## config.mk

```make
export PLATFORM = sky130hd
export DESIGN_NAME = if_fetch_unit
export DESIGN_NICKNAME = d
export VERILOG_FILES = /design/src/rtl/if_fetch_unit.sv
export SDC_FILE = /design/constraint.sdc
export NUM_CORES = 1
export LEC_CHECK = 0
export CAP_MARGIN = 20
export CORE_ASPECT_RATIO = 2
export CORE_MARGIN = 1
export CORE_UTILIZATION = 58
export CTS_CLUSTER_DIAMETER = 80
export CTS_CLUSTER_SIZE = 12
export DETAILED_ROUTE_END_ITERATION = 10
export GPL_TIMING_DRIVEN = 0
export HOLD_SLACK_MARGIN = 0.05
export PLACE_DENSITY = 0.83
export SETUP_SLACK_MARGIN = 0.15
export SLEW_MARGIN = 20
export SYNTH_ARGS = -nofsm -noshare
export SYNTH_HDL_FRONTEND = slang
export SYNTH_SLANG_ARGS = --single-unit
```

## constraint.sdc

```tcl
create_clock -name clk -period 9.7 [get_ports clk]
set_clock_uncertainty 0.15 [all_clocks]
set_input_delay 2.91 -clock clk [delete_from_list [all_inputs] [get_ports clk]]
set_output_delay 2.91 -clock clk [all_outputs]
set_load 0.02 [all_outputs]
```

## src/rtl/if_fetch_unit.sv

```systemverilog
// Instruction fetch unit: owns the fetch PC, issues in-order imem requests
// and queues {pc, inst} pairs for the IF/ID register, flushing on redirect.
module if_fetch_unit #(
  parameter int              XLEN     = 64,
  parameter int              INST_W   = 32,
  parameter int              DEPTH    = 4,
  parameter logic [XLEN-1:0] RESET_PC = 64'h8000_0000
) (
  input  logic              clk,
  input  logic              rst,
  input  logic              redirect_valid,
  input  logic [XLEN-1:0]   redirect_pc,
  output logic              imem_req_valid,
  input  logic              imem_req_ready,
  output logic [XLEN-1:0]   imem_req_addr,
  input  logic              imem_resp_valid,
  input  logic [INST_W-1:0] imem_resp_inst,
  output logic              out_valid,
  input  logic              out_ready,
  output logic [XLEN-1:0]   out_pc,
  output logic [INST_W-1:0] out_inst
);

  localparam int PW = $clog2(DEPTH);
  localparam int CW = PW + 1;
  localparam logic [CW:0] DEPTH_C = (CW+1)'(DEPTH);

  typedef logic [PW-1:0] ptr_t;
  typedef logic [CW-1:0] cnt_t;

  logic [XLEN-1:0]   fetch_pc;
  logic              started;
  logic [XLEN-1:0]   pc_q   [DEPTH];
  logic [INST_W-1:0] inst_q [DEPTH];
  logic [DEPTH-1:0]  filled;
  ptr_t              head;
  ptr_t              fill;
  ptr_t              tail;
  cnt_t              count;
  cnt_t              pend;
  cnt_t              drop_cnt;

  logic [CW:0]       occ;
  logic              req_fire;
  logic              resp_drop;
  logic              resp_fill;
  logic              out_fire;
  cnt_t              live_drop;
  cnt_t              flush_drop;

  assign occ            = {1'b0, count} + {1'b0, drop_cnt};
  assign imem_req_valid = started && !redirect_valid && (occ < DEPTH_C);
  assign imem_req_addr  = fetch_pc;
  assign req_fire       = imem_req_valid && imem_req_ready;

  assign resp_drop = imem_resp_valid && (drop_cnt != '0);
  assign resp_fill = imem_resp_valid && (drop_cnt == '0)
                   && (pend != '0) && !redirect_valid;

  assign out_valid = filled[head] && !redirect_valid;
  assign out_fire  = out_valid && out_ready;
  assign out_pc    = pc_q[head];
  assign out_inst  = inst_q[head];

  // Everything still owed by memory becomes a discard on flush
  assign live_drop  = drop_cnt + pend;
  assign flush_drop = live_drop
                    - {{PW{1'b0}}, imem_resp_valid && (live_drop != '0)};

  always_ff @(posedge clk or negedge rst) begin
    if (!rst) begin
      fetch_pc <= RESET_PC;
      started  <= 1'b0;
      head     <= '0;
      fill     <= '0;
      tail     <= '0;
      count    <= '0;
      pend     <= '0;
      drop_cnt <= '0;
      filled   <= '0;
    end else begin
      started <= 1'b1;
      if (redirect_valid) begin
        fetch_pc <= {redirect_pc[XLEN-1:2], 2'b00};
        head     <= '0;
        fill     <= '0;
        tail     <= '0;
        count    <= '0;
        pend     <= '0;
        drop_cnt <= flush_drop;
        filled   <= '0;
      end else begin
        if (req_fire) begin
          fetch_pc       <= fetch_pc + {{(XLEN-3){1'b0}}, 3'd4};
          tail           <= tail + ptr_t'(1);
          filled[tail]   <= 1'b0;
        end
        if (resp_drop)
          drop_cnt <= drop_cnt - cnt_t'(1);
        if (resp_fill) begin
          fill         <= fill + ptr_t'(1);
          filled[fill] <= 1'b1;
        end
        if (out_fire) begin
          head         <= head + ptr_t'(1);
          filled[head] <= 1'b0;
        end
        pend  <= pend + {{PW{1'b0}}, req_fire}
                      - {{PW{1'b0}}, resp_fill};
        count <= count + {{PW{1'b0}}, req_fire}
                       - {{PW{1'b0}}, out_fire};
      end
    end
  end

  always_ff @(posedge clk or negedge rst) begin
    if (!rst) begin
      for (int i = 0; i < DEPTH; i++) begin
        pc_q[i]   <= '0;
        inst_q[i] <= '0;
      end
    end else begin
      if (req_fire)
        pc_q[tail] <= fetch_pc;
      if (resp_fill)
        inst_q[fill] <= imem_resp_inst;
    end
  end

endmodule
```

[Yosys cells after proc, flatten, opt, wreduce, memory -nomap -nowiden]
Cells that the tools add are included.
Operators by class
  reductions and logical operators: 24
  bitwise operators: 8
  add/sub/neg operators: 12
  mux-type cells: 38
  order comparisons: 12
Operators with widths (count)
  64-bit 2-to-1 mux: 5
  256-bit bitwise mux: 1
  64-bit binary-select mux with 2-bit select: 1
  128-bit bitwise mux: 1
  64-bit demux with 2-bit select: 1
  32-bit 2-to-1 mux: 3
  64-bit by 3-bit adder with 64-bit output (second input constant): 1
  32-bit binary-select mux with 2-bit select: 1
  32-bit demux with 2-bit select: 1
  4-bit 2-to-1 mux: 6
  1-bit logical AND: 15
  2-bit 2-to-1 mux: 6
  3-bit 2-to-1 mux: 4
  3-bit >= comparator (second input constant): 3
  2-bit by 3-bit < comparator with 1-bit output (second input constant): 3
  2-bit inverter with 3-bit output: 3
  3-bit nonzero test: 3
  3-bit by 1-bit subtractor with 3-bit output: 3
  4-bit AND: 2
  4-bit inverter: 2
  2-bit nonzero test: 4
  2-bit by 1-bit adder with 2-bit output (second input constant): 3
  3-bit by 1-bit adder with 3-bit output: 2
  1-bit demux with 2-bit select: 3
  11 further kinds: 17
Word-level totals
  output and inout port bits: 162
  logic and storage cells: 111
  input port bits: 102
  register bits: 468

[Logic depth before layout (Yosys ltp)]
Gate-level depths: netlist of the first run.
  depth after elaboration: 14
  gate-level depth with buffers: 14
  mapped depth without buffers: 12

[Worst setup path after synthesis of the first run]
OpenSTA, ideal clock, no wires.
  path kind: input port to output port
  start point: input port redirect_valid
  end point: output port out_valid
  path buffers: 3
  arrival time: 3855 ps
  stages on the path: 5
  data required time: 6640 ps
  slack: 2785 ps
  cells stage by stage: buf_4 > inv_1 > clkbuf_1 > clkbuf_1 > and2_1
On the way
  cells in the longest elaborated chain, start to end: 2
Ends and longest elaborated chain
  start, declared: RTL line 11  | input logic redirect_valid,
  1-bit zero test: RTL line 60  | assign out_valid = filled[head] && !redirect_valid;
  1-bit logical AND: RTL line 60
  end, declared: RTL line 18  | output logic out_valid,
No other way between the ends.

[Final worst setup path of the first run]
Same ends and word-level chain as after synthesis.

==> results.py, run 1 <==
metrics = {
    "status": {
        "status": "finished clean",
    },
    "grt": {
        "grt_overflow": 0,
        "grt_max_degree": 104,
        "grt_pass1_wl_um": 93320,
        "grt_usage_pct": 33.66,
        "antenna_found_initial": 5,
        "grt_pass1_vias": 16120,
    },
    "timing": {
        "grt_setup_unrepaired": "no",
        "period_minus_slack_ns": 8.411,
        "fmax_mhz": 118.9,
        "slew_headroom_pct": 23.94,
        "maxSlewViolCount": 0,
        "fin_setup_tns_ns": 0,
        "setup_viol": 0,
        "hold_viol": 0,
        "fin_crit_sh_pct": 86.71,
        "tightestPinTransition_ns": 1.141,
    },
    "cts": {
        "clock_latency_ns": 0.57,
        "cts_tree": "done",
        "cts_buffer_depth": 3,
        "htreeDepth": 2,
        "hold_buffers": 0,
        "clock_sinks": 458,
        "cts-root-buf": "clkbuf_16",
        "postCtsSetupRepairBufs": 0,
        "cts_resized": 0,
        "cts.clk_slew.worst_paths_ns": 0.06,
        "numCtsBuffers": 44,
    },
    "yosys": {
        "ys.flop_type": "dfrtp_1",
        "synthAdderAreaFrac_pct": 1.686,
        "async_reset_ff_share_pct": 100.0,
        "syn_inst": 1570,
        "synthXorXnorAreaFrac_pct": 0.7787,
        "synth.top_cell.area_share_pct": 53.51,
        "ys_ff_latch": 458,
        "synth.avg_cell_area_um2": 13.61,
        "yosys_warnings": 0,
        "synth_edf_count": 0,
        "ys_top_cells_by_area": "dfrtp_1 (54%), mux2_2 (18%), mux4_2 (10%)",
        "ys_types": 65,
        "synth.area.mux_share_pct": 28.43,
        "synth_compound_area_share_pct": 5.129,
        "synth_area_um2": 21370,
        "synth_top_family_by_area": "multiplexers",
        "yosysSeqAreaShare_pct": 53.64,
        "synthSimpleGateAreaFrac_pct": 6.944,
        "synth_top_area_cell": "dfrtp_1",
    },
    "routing": {
        "drt_first_pass_iters": 6,
        "via_per_inst": 6.459,
        "routed_wl_um": 60950,
        "via_count": 15160,
        "wl_per_cell_um": 25.97,
        "drt_iter0_drc": 1223,
        "ant_nets": 0,
        "drc": 0,
    },
    "min_path": {
        "whs_path_depth": 2,
        "min_from": "pc_q[55]$_DFFE_PN0P_",
        "hold_path.class": "flip-flop to flip-flop",
        "worstHoldEndpoint": "pc_q[55]$_DFFE_PN0P_",
    },
    "worst_setup_path": {
        "critPathArrivalTime_ns": 5.35,
        "crit_fanout": 10,
        "path_class": "primary input to primary output",
        "reg2reg_to": "count[2]$_DFF_PN0_",
        "cpMaxStageDelayCell": "clkbuf_1",
        "cp-end-kind": "primary output",
        "rr_worst_depth": 14,
        "critPathRequiredTime_ns": 6.64,
        "crit_top_cell": "clkbuf_1",
        "cp-start-kind": "primary input",
        "r2r_start": "drop_cnt[2]$_DFFE_PN0P_",
        "crit_buf_inv": 5,
        "cpLargestDelayFamily": "buffers and inverters",
        "path_cells": "buf_4 -> inv_1 -> clkbuf_1 -> clkbuf_1 -> and2_1 -> clkdlybuf4s50_1",
        "reg2reg_slack_ns": 5.85,
        "max_stage_delay_ns": 0.71,
    },
    "die": {
        "core_um2": 36420,
        "start_util_pct": 58.68,
        "die_w_um": 137.7,
        "die_h_um": 273.5,
        "ios": 264,
        "die_area_um2": 37660,
        "num_rows": 99,
    },
    "place": {
        "gp_congestion": 0.9248,
        "port_buffers": 256,
        "dp_hpwl_um": 43150,
    },
    "power_and_ir_drop": {
        "p_comb_share_pct": 27.5,
        "seqPwrFrac_pct": 44.2,
        "p_leak_nw": 11.61,
        "power_mw": 5.504,
        "p_switching_mw": 1.642,
        "clkPwrFrac_pct": 28.2,
        "switching_share_pct": 29.83,
        "intPower_mw": 3.862,
        "irDropWorstVdd_uv": 163.9,
        "pwr_density_cell_nw_per_um2": 212.6,
    },
    "finish": {
        "layout.nets": 2010,
        "synthToLayoutAreaGrowth_pct": 21.12,
        "drive_above_1_share_pct": 28.78,
    },
    "run": {
        "max-cap-violations": 0,
    },
}
-- routing by layer --
layer	global-route usage, %	wire (um)	vias to the layer above	part of all wire, %
met5	0	24	-	0.039
met4	25.69	5217	4	8.6
met3	6.537	4375	274	7.2
met2	55.06	30670	762	50
met1	38.47	20660	7755	34
li1	-	-	6364	-
-- layout make-up --
cell class                      count  area, um^2
Antenna cell                        3       7.507
Buffer                            136       613.1
Clock buffer                       53        1177
Clock inverter                      2       27.53
Fill cell                        2507       10530
Inverter                           28       105.1
Multi-Input combinational cell    951        9208
Sequential cell                   458       11460
Tap cell                          454       568.0
Timing Repair Buffer              262        2716
-- synth_stat cells (2+ instances only) --
| master | count |
|---|---|
| a211oi_1 | 4 |
| a21oi_1 | 16 |
| a221o_1 | 13 |
| a22oi_1 | 7 |
| a31o_2 | 4 |
| a31oi_1 | 5 |
| and2_1 | 2 |
| and3_1 | 17 |
| and4_1 | 3 |
| buf_1 | 26 |
| buf_2 | 17 |
| buf_4 | 11 |
| buf_6 | 4 |
| clkbuf_1 | 77 |
| conb_1 | 2 |
| dfrtp_1 | 457 |
| fa_1 | 3 |
| ha_1 | 24 |
| inv_1 | 28 |
| mux2_2 | 346 |
| mux2i_1 | 4 |
| mux4_2 | 95 |
| nand2_1 | 116 |
| nand2b_1 | 2 |
| nand3_1 | 41 |
| nand3_4 | 2 |
| nand4_1 | 21 |
| nand4b_1 | 2 |
| nor2_1 | 35 |
| nor2b_1 | 4 |
| nor3_1 | 14 |
| nor4_1 | 12 |
| o211a_1 | 3 |
| o211ai_1 | 20 |
| o21ai_0 | 64 |
| o311ai_0 | 10 |
| o31a_1 | 2 |
| o31ai_1 | 2 |
| o41ai_1 | 4 |
| or3_1 | 3 |
| or4_1 | 7 |
| xnor2_1 | 12 |
| xor2_1 | 7 |
-- flip-flops by register name, summed over array words and instances (netlist names) --
| name | flops |
|---|---|
| count | 3 |
| drop_cnt | 3 |
| filled | 4 |
| inst_q | 128 |
| started | 1 |
| pend | 3 |
| pc_q | 248 |
| tail | 2 |
| imem_req_addr | 62 |
| fill | 2 |
| head | 2 |
-- stage by stage --
stage                     utilization (%)  area (um^2)  instances  hold WS (ns)  setup WS (ns)
after global routing                71.08        25880       2347        0.3524          1.279
final                               71.08        25880       2347        0.3363          1.289
after floorplan                         -        21380       1573        0.2946          2.785
after detailed placement            67.70        24650       2288        0.3184          1.391
after CTS                           71.01        25860       2343        0.3314          1.383
after global placement              67.31        24510       2283        0.3053         -13.44
-- power by group through the flow --
stage / Sequential, mW / Clock [mW] / Combinational, mW
2_1_floorplan: 2.42 / 0 / 0.838
6_report: 2.44 / 1.55 / 1.51
3_5_place_dp: 2.46 / 0 / 1.51
3_3_place_gp: 2.44 / 0 / 1.47
5_1_grt: 2.47 / 1.65 / 1.61
4_1_cts: 2.43 / 1.57 / 1.52
-- worst min-delay path, delay by kind of cell (launching register included) --
kind | cells | cell delay [ns]
and+or+nand+nor | 1 | 0.05
DFF | 1 | 0.34
AOI/OAI and AO/OA | 1 | 0.06
-- layout by cell type (no fill, tap or decap), types with 13 or more instances in the layout --
master	synthesis	routed
mux4_2	95	95
o21ai_0	64	64
inv_1	28	28
a221o_1	13	13
clkdlybuf4s50_1	0	255
mux2_2	346	346
nand2_1	116	116
and3_1	17	17
ha_1	24	24
clkbuf_16	0	46
nand4_1	21	21
o211ai_1	20	20
nor2_1	35	35
clkbuf_1	77	84
nor3_1	14	14
buf_2	17	17
a21oi_1	16	16
nand3_1	41	41
buf_1	26	26
dfrtp_1	457	457
-- cells by family (layout without fill, tap and decap cells) --
family	count (synthesis)	count (layout)
AO/OA/AOI/OAI	163	163
XOR/XNOR	19	19
adder cells (fa/ha/maj)	27	27
buffers and inverters	164	481
flip-flops	458	458
multiplexers	445	445
other	2	8
AND/OR/NAND/NOR	292	292
-- worst max-delay path by stage --
stage | start | endpoint | cells after the start | slack [ns]
finish | redirect_valid | out_valid | 6 | 1.29
global route | redirect_valid | out_valid | 6 | 1.28
CTS | redirect_valid | out_valid | 6 | 1.38
detailed placement | redirect_valid | out_valid | 6 | 1.39
global placement | rst | pc_q[26]$_DFFE_PN0P_ | 1 | -13.44
floorplan | redirect_valid | out_valid | 5 | 2.78
Note: power is estimated with default switching activity, not from simulation.
==> inputs of run 2 (changes only) <==
--- a/config.mk
+++ b/config.mk
@@ -9,6 +9,7 @@
 export CORE_ASPECT_RATIO = 2
 export CORE_MARGIN = 1
 export CORE_UTILIZATION = 58
+export CTS_BUF_LIST = sky130_fd_sc_hd__clkbuf_16
 export CTS_CLUSTER_DIAMETER = 80
 export CTS_CLUSTER_SIZE = 12
 export DETAILED_ROUTE_END_ITERATION = 10
==> run 2 against run 1 <==
Compared with the run above: core utilization unchanged; largest power group unchanged; non-clock buffer count stayed put; cell area unchanged; worst setup slack better by 0.0037 ns; routed wire length is 0.10% lower.
==> results.py, run 2 (same netlist as run 1, synthesis figures left out) <==
metrics = {
    "timing": {
        "tightestPinTransition_ns": 1.136,
        "period_minus_slack_ns": 8.407,
        "maxSlewViolCount": 0,
        "fin_crit_sh_pct": 86.67,
        "setup_viol": 0,
        "grt_setup_unrepaired": "no",
        "whs_ns": 0.3364,
        "fin_setup_tns_ns": 0,
        "slew_headroom_pct": 24.30,
        "fmax_mhz": 118.9,
        "hold_viol": 0,
    },
    "routing": {
        "wl_per_cell_um": 25.94,
        "via_per_inst": 6.443,
        "routed_wl_um": 60890,
        "drc": 0,
        "drt_iter0_drc": 1247,
        "via_count": 15120,
        "ant_nets": 0,
        "drt_first_pass_iters": 6,
    },
    "finish": {
        "drive_above_1_share_pct": 28.78,
        "post-route-util_pct": 71.08,
        "layout.nets": 2010,
        "mostFrequentLayoutCell": "dfrtp_1",
        "regMostFlops": "pc_q",
        "fill_cells": 2507,
        "final_cell_mix": "dfrtp_1 (457), mux2_2 (346), clkdlybuf4s50_1 (255)",
        "synthToLayoutAreaGrowth_pct": 21.12,
        "seq_area_um2": 11460,
        "largest_reg_flops": 248,
        "multi_input_area_um2": 9208,
    },
    "power_and_ir_drop": {
        "p_leak_nw": 11.64,
        "pwr_density_cell_nw_per_um2": 212.3,
        "clkPwrFrac_pct": 28.1,
        "p_comb_share_pct": 27.6,
        "seqPwrFrac_pct": 44.3,
        "irDropWorstVdd_uv": 164.4,
        "intPower_mw": 3.855,
        "switching_share_pct": 29.86,
        "p_switching_mw": 1.641,
        "power_mw": 5.496,
    },
    "worst_setup_path": {
        "cp-start-kind": "primary input",
        "rr_worst_depth": 14,
        "r2r_start": "drop_cnt[2]$_DFFE_PN0P_",
        "reg2reg_to": "count[2]$_DFF_PN0_",
        "max_stage_delay_ns": 0.71,
        "crit_path_start": "redirect_valid",
        "critPathRequiredTime_ns": 6.64,
        "crit_path_end": "out_valid",
        "path_class": "primary input to primary output",
        "crit_fanout": 10,
        "crit_top_cell": "clkbuf_1",
        "critPathArrivalTime_ns": 5.35,
        "path_cells": "buf_4 -> inv_1 -> clkbuf_1 -> clkbuf_1 -> and2_1 -> clkdlybuf4s50_1",
        "cp-end-kind": "primary output",
        "reg2reg_slack_ns": 5.91,
        "cpMaxStageDelayCell": "clkbuf_1",
    },
    "cts": {
        "cts.clk_slew.worst_paths_ns": 0.06,
        "clock_sinks": 458,
        "postCtsSetupRepairBufs": 0,
        "numCtsBuffers": 44,
        "cts-root-buf": "clkbuf_16",
        "hold_buffers": 0,
        "cts_tree": "done",
        "htreeDepth": 2,
        "cts_buffer_depth": 3,
        "cts_resized": 0,
        "clock_latency_ns": 0.58,
    },
    "die": {
        "die_w_um": 137.7,
        "start_util_pct": 58.68,
        "ios": 264,
        "core_um2": 36420,
        "die_area_um2": 37660,
        "num_rows": 99,
        "die_h_um": 273.5,
    },
    "grt": {
        "grt_pass1_vias": 16120,
        "grt_usage_pct": 33.66,
        "grt_pass1_wl_um": 93320,
        "antenna_found_initial": 5,
        "grt_max_degree": 104,
        "grt_overflow": 0,
    },
    "run": {
        "max-cap-violations": 0,
    },
    "place": {
        "port_buffers": 256,
        "dp_hpwl_um": 43150,
        "gp_congestion": 0.9248,
    },
    "status": {
        "status": "finished clean",
    },
    "min_path": {
        "hold_path.class": "flip-flop to flip-flop",
    },
}
[run 2: layout make-up]
class	instances	share of cell area, %
Multi-Input combinational cell	951	35.57
Antenna cell	3	0.02900
Timing Repair Buffer	262	10.49
Tap cell	454	2.195
Clock buffer	46	4.447
Inverter	28	0.4060
Buffer	136	2.369
Sequential cell	458	44.28
Clock inverter	9	0.2079
[run 2: power by group through the flow]
stage / Combinational, mW / Clock [mW] / Sequential, mW
after floorplan: 0.838 / 0 / 2.42
after global placement: 1.47 / 0 / 2.44
after detailed placement: 1.51 / 0 / 2.46
after CTS: 1.52 / 1.56 / 2.43
after global routing: 1.61 / 1.64 / 2.47
final: 1.52 / 1.55 / 2.44
[run 2: worst min path at each step]
stage	slack, ns	start	cells after the start	endpoint
after global placement	0.31	pc_q[111]$_DFFE_PN0P_	2	pc_q[111]$_DFFE_PN0P_
after detailed placement	0.32	pc_q[47]$_DFFE_PN0P_	2	pc_q[47]$_DFFE_PN0P_
after floorplan	0.29	pc_q[101]$_DFFE_PN0P_	2	pc_q[101]$_DFFE_PN0P_
after CTS	0.33	pc_q[47]$_DFFE_PN0P_	2	pc_q[47]$_DFFE_PN0P_
final	0.34	pc_q[55]$_DFFE_PN0P_	2	pc_q[55]$_DFFE_PN0P_
after global routing	0.35	pc_q[47]$_DFFE_PN0P_	2	pc_q[47]$_DFFE_PN0P_
[run 2: worst max-delay path: cells and delay by family]
family	cells	cell delay (ns)
buf+inv	5	2.08
simple gates	1	0.34
[run 2: metal layers]
metal,GRT usage [%],vias to the layer above,wire [um]
met5,0,-,24
met4,25.69,4,5105
met3,6.537,267,4362
met2,55.06,768,30800
met1,38.47,7717,20590
li1,-,6365,-
[run 2: through the flow]
| stage | cell area (um^2) | std cells | worst slack [ns] |
|---|---|---|---|
| 2_1_floorplan | 21380 | 1573 | 2.785 |
| 3_3_place_gp | 24510 | 2283 | -13.44 |
| 3_5_place_dp | 24650 | 2288 | 1.391 |
| 4_1_cts | 25860 | 2343 | 1.383 |
| 5_1_grt | 25880 | 2347 | 1.279 |
| 6_report | 25880 | 2347 | 1.293 |
